`src/rtl/nr_recip_engine.sv`:
```
// Sequential Newton-Raphson reciprocal: linear seed plus ITERS refinements on shared multipliers.
// Optional NR_EARLY_EXIT_EN: stop refining as soon as the error term E equals exactly 1.0.
module nr_recip_engine #(
    parameter int unsigned SIZE  = 16,
    parameter int unsigned ITERS = 3
) (
    input  logic            clk,
    input  logic            rst,
    input  logic            in_valid,
    output logic            in_ready,
    input  logic [SIZE-1:0] num,
    output logic            out_valid,
    input  logic            out_ready,
    output logic [2*SIZE-1:0] out_recip,
    output logic            out_err
);

    localparam int unsigned W  = 2 * SIZE;
    localparam int unsigned W2 = 2 * W;
    localparam int unsigned WX = W + 2;
    localparam int unsigned PW = W + SIZE;
    localparam int unsigned CW = 2 * SIZE + 6;

    // Seed line 48/17 - 32/17*d in 2.(W-2), derived at extra width to avoid overflow
    localparam logic [CW-1:0] ONE_CW = CW'(1) << (W - 2);
    localparam logic [W-1:0]  C1     = W'((CW'(48) * ONE_CW) / CW'(17));
    localparam logic [W-1:0]  C2     = W'((CW'(32) * ONE_CW) / CW'(17));
    localparam logic [W-1:0]  TWO    = W'(1) << (W - 1);
    localparam logic [3:0]    LAST   = 4'(ITERS - 1);
`ifdef NR_EARLY_EXIT_EN
    localparam logic [W-1:0]  ONE    = W'(1) << (W - 2);
`endif

    if (ITERS == 0 || ITERS > 15) begin : g_iters_bad
        $error("nr_recip_engine: ITERS must be in 1..15");
    end

    typedef enum logic [2:0] {
        IDLE,
        SEED,
        MUL_A,
        MUL_B,
        DONE
    } state_t;

    state_t          state;
    logic [SIZE-1:0] d_q;
    logic [W-1:0]    x_q;
    logic [W-1:0]    e_q;
    logic [3:0]      cnt;
    logic            err_q;

    logic [W-1:0]    seed_c;
    logic [W-1:0]    p_c;
    logic [W-1:0]    e_c;
    logic [WX-1:0]   mulb_wide;
    logic [W-1:0]    mulb_c;

    // Shared datapath: seed, d*x product, error term, and the saturating x*E update
    assign seed_c    = C1 - W'((PW'(C2) * PW'(d_q)) >> SIZE);
    assign p_c       = W'((PW'(d_q) * PW'(x_q)) >> SIZE);
    assign e_c       = TWO - p_c;
    assign mulb_wide = WX'((W2'(x_q) * W2'(e_q)) >> (W - 2));
    assign mulb_c    = (|mulb_wide[WX-1:W]) ? {W{1'b1}} : mulb_wide[W-1:0];

    always_ff @(posedge clk) begin
        if (rst) begin
            state     <= IDLE;
            in_ready  <= 1'b1;
            out_valid <= 1'b0;
            out_recip <= '0;
            out_err   <= 1'b0;
            cnt       <= '0;
            d_q       <= '0;
            x_q       <= '0;
            e_q       <= '0;
            err_q     <= 1'b0;
        end else begin
            case (state)
                IDLE: begin
                    if (in_valid) begin
                        d_q      <= num;
                        in_ready <= 1'b0;
                        if (!num[SIZE-1]) begin
                            x_q   <= '1;
                            err_q <= 1'b1;
                            state <= DONE;
                        end else begin
                            err_q <= 1'b0;
                            state <= SEED;
                        end
                    end
                end
                SEED: begin
                    x_q   <= seed_c;
                    cnt   <= '0;
                    state <= MUL_A;
                end
                MUL_A: begin
                    e_q <= e_c;
`ifdef NR_EARLY_EXIT_EN
                    // x is already a fixed point of the iteration; further passes change nothing
                    state <= (e_c == ONE) ? DONE : MUL_B;
`else
                    state <= MUL_B;
`endif
                end
                MUL_B: begin
                    x_q   <= mulb_c;
                    cnt   <= cnt + 4'd1;
                    state <= (cnt == LAST) ? DONE : MUL_A;
                end
                DONE: begin
                    if (out_valid && out_ready) begin
                        out_valid <= 1'b0;
                        in_ready  <= 1'b1;
                        state     <= IDLE;
                    end else begin
                        out_valid <= 1'b1;
                        out_recip <= x_q;
                        out_err   <= err_q;
                    end
                end
                default: state <= IDLE;
            endcase
        end
    end

endmodule

```
`config.mk`:
```
export PLATFORM = sky130hd
export DESIGN_NAME = nr_recip_engine
export DESIGN_NICKNAME = d
export VERILOG_FILES = /design/src/rtl/nr_recip_engine.sv
export SDC_FILE = /design/constraint.sdc
export NUM_CORES = 2
export LEC_CHECK = 0
export BUFFER_PORTS_ARGS = -buffer_cell sky130_fd_sc_hd__buf_2
export CAP_MARGIN = 40
export CORE_MARGIN = 5
export CORE_UTILIZATION = 39
export CTS_CLUSTER_SIZE = 12
export DETAILED_ROUTE_END_ITERATION = 10
export GPL_TIMING_DRIVEN = 0
export SLEW_MARGIN = 10
export SYNTH_ARGS = -nofsm -noshare
export SYNTH_HDL_FRONTEND = slang
export SYNTH_SLANG_ARGS = --single-unit
```
`constraint.sdc`:
```
create_clock -name clk -period 8.55 [get_ports clk]
set_input_delay 1.71 -clock clk [delete_from_list [all_inputs] [get_ports clk]]
set_output_delay 1.71 -clock clk [all_outputs]
set_load 0.02 [all_outputs]
```
==> out/qor.csv <==
metric,value,unit
"CP delay by family, top",adder cells,
cell internal pwr,0.00511,W
final setup fails,0,
routing usage on met1,37.9,%
post-route ant nets,0,
Finished Layout Cells,9209,
DP Cell Count,9065,
crit path max fanout,10,
"top cells by area, synth","fa_1, ha_1, inv_1",
boundary pin count,55,
Synth-to-Final Area Change,14.8,%
Initial Utilization,39.3,%
Clk network pwr share,6.3,%
Post-Synth Simple-Gate Area,18.4,%
Rows,143,
clk buf depth,2,
total clock sinks,123,
Post-synth EDFFs,0,
Max Cap Viol,0,
main combinational cell family by area after synthesis,adder cells,
"Clk Latency, worst-skew pair",0.49,ns
Most used DFF post-synth,dfxtp_1,
sequential share of the synthesized area,4.13,%
post-synth top area cell,fa_1,
compound-gate portion of the synthesized area,7.21,%
final wirelength,242,mm
peak supply drop,197,uV
crit end category,register,
"Largest stage delay, worst path",0.61,ns
hpwl dp,207,mm
Seq pwr share,6.9,%
Gate power share,86.8,%
First-pass DRT Iterations,10,
switch share,60.0,%
required time worst endpoint,8.89,ns
clock slew at reported path FFs,0.07,ns
slowest cell on the critical path,fa_2,
"Cell Area, Synth",59600,sq um
fmax,117,MHz
worst slew pin tran,0.998,ns
CTS tree,yes,
CTS Root Cell,clkbuf_16,
wire per inst,26.3,microns
global route overflow,0,
Tot Pwr,0.0128,W
worst hold path class,register to register,
number of port buffers,53,
Synth cell types,95,
core area,152000,sq um
1st-iter DRT viols,5116,
CP bufs+invs,7,
adder-cell area share of the yosys netlist,56.9,%
status,finished clean,
number of global-route vias before repair,51900,
DRC Markers,0,
unrepaired setup endpoints after global routing,yes,
H-tree levels,4,
Synth Instances,6851,
die width,401,microns
Mapped Nets,8753,
die area,161000,sq um
area share of the largest cell type after synthesis,46.4,%
Period minus WS final,8.54,ns
final hold vios,0,
global-route wire length before repair,352,mm
mux contribution to synthesized area,0.153,%
Rel. slew slack,33.4,%
YS warnings,0,
Cell Pwr Density,187,nW/um^2
Die Height,401,microns
hold buffers post-CTS,0,
initial antenna violation count,37,
clk_skew,0.0169,ns
Total GRT Usage,29.9,%
leak pwr,32.7,nW
Post-Synth XOR/XNOR Area,1.79,%
top post-synthesis cells by count,"inv_1, fa_1, nand2_1",
Crit path arrival time,8.88,ns
CP Launch Type,register,
Yosys reg bits,123,
largest net degree at the start of global routing,17,
period utilization,99.9,%
placed cell areas,64000,sq um
GRT met2 Usage,44.9,%
layout cells sized above 1,12.6,%
"Slew Viols, Final",0,
post-route design area,68500,sq um
post-synthesis async set-or-reset flop share,0,%
met3 Resource Use GR,9.25,%
cts bufs inserted,17,
Avg Inst Size Synth,8.70,sq um
GP Congestion,1.05,
via count,50500,
most common cell in the netlist,inv_1,
nets,9051,
busiest grt layer,met2,
DR vias/cell,5.48,
P_sw,0.00768,W
crit path kind,register to register,
cell usage in the layout (no fill, tap or decap), types with 28 or more instances in the layout:
master,synthesis,routed
nand2_1,1091,1077
nor2_1,134,132
dfxtp_4,0,43
clkbuf_4,1,53
buf_6,1,82
ha_4,0,28
buf_8,0,57
o21ai_0,107,97
nand4_1,42,42
buf_2,3,76
xor2_1,48,44
a21o_1,64,64
and2_1,743,732
xnor2_1,74,71
fa_1,1382,1322
clkbuf_8,2,32
nand3_1,63,61
clkbuf_1,382,119
fa_2,0,60
ha_1,500,467
buf_4,0,139
a21oi_1,232,216
dfxtp_1,123,57
clkbuf_16,0,31
nor3_1,42,34
clkbuf_2,1,76
o211ai_1,30,30
inv_1,1408,1398
worst reg2reg max path, cell delays in order, from the launching register on:
cell and delay [ns]:
dfxtp_4 0.45, clkbuf_8 0.26, clkbuf_1 0.23, nand2_1 0.11, fa_1 0.48, clkinvlp_4 0.26
fa_2 0.50, fa_1 0.42, fa_1 0.52, fa_2 0.57, fa_2 0.44, fa_1 0.50
inv_1 0.07, fa_2 0.61, inv_2 0.07, ha_4 0.30, nand4_1 0.11, or4_4 0.57
a41oi_4 0.28, buf_6 0.20, nor3_4 0.07, a21oi_4 0.20, o311a_1 0.20, o211ai_1 0.14
buf_4 0.18, o31ai_4 0.25, a311o_1 0.25, o211ai_1 0.16
what timing repair did:
| item | in CTS | in global routing |
|---|---|---|
| cloned | 0 | 2 |
| buffers inserted | 46 | 75 |
| pin swaps | 46 | 132 |
| endpoints found under the setup margin | 58 | 51 |
| gates resized for setup | 593 | 475 |
state kept, by name, summed over array words and instances (netlist names):
name	count
cnt	4
d_q	16
e_q	32
err_q	1
in_ready	1
out_err	1
out_recip	32
out_valid	1
state	3
x_q	32
power groups by stage:
| stage | clock network, W | registers (W) | logic, W |
|---|---|---|---|
| after CTS | 0.000807 | 0.000844 | 0.0103 |
| after detailed placement | 0 | 0.000834 | 0.00970 |
| after floorplan | 0 | 0.000721 | 0.00595 |
| after global routing | 0.000834 | 0.000870 | 0.0119 |
| after global placement | 0 | 0.000830 | 0.00939 |
| final | 0.000806 | 0.000881 | 0.0111 |
metrics by stage:
step	hold slack [ns]	setup TNS [ns]	util (%)	setup WS, ns
after floorplan	0.429	0	-	0.443
after global placement	0.441	-145.15	41.1	-4.30
after detailed placement	0.444	-115.12	42.2	-3.55
after CTS	0.446	-0.00721	44.0	-0.00721
after global routing	0.480	-0.357	45.0	-0.101
final	0.448	0	45.1	0.0112
cell type report:
type                            instances  area (sq um)
Antenna cell                           17          42.5
Clock buffer                           17           425
Multi-Input combinational cell       4924         51700
Tap cell                             2030          2540
Timing Repair Buffer                  300          2890
Inverter                             1410          5300
Sequential cell                       123          2650
Fill cell                           14800         83400
Buffer                                373          2770
Clock inverter                         15           189
final timing paths:
| kind | start | to | slack (ns) | depth (start not counted) |
|---|---|---|---|---|
| setup / recovery | x_q[2] | x_q[19] | 0.01 | 27 |
| hold / removal | err_q | out_err | 0.45 | 2 |
| setup reg to reg | x_q[2] | x_q[19] | 0.01 | 27 |
| hold reg to reg | err_q | out_err | 0.45 | 2 |
kinds of logic after synthesis:
group / Yosys count
AOI/OAI and AO/OA: 668
muxes: 9
adders and majority gates: 1882
xor gates and xnor gates: 122
buffers and inverters: 1804
and+or+nand+nor: 2243
DFF: 123
metal layers:
metal  share of wire (%)  wire [microns]
met1                  38           91300
met2                  43          103000
met3                  12           28500
met4                 7.8           18800
met5               0.038              93
Power figures use the tool's default switching activity.
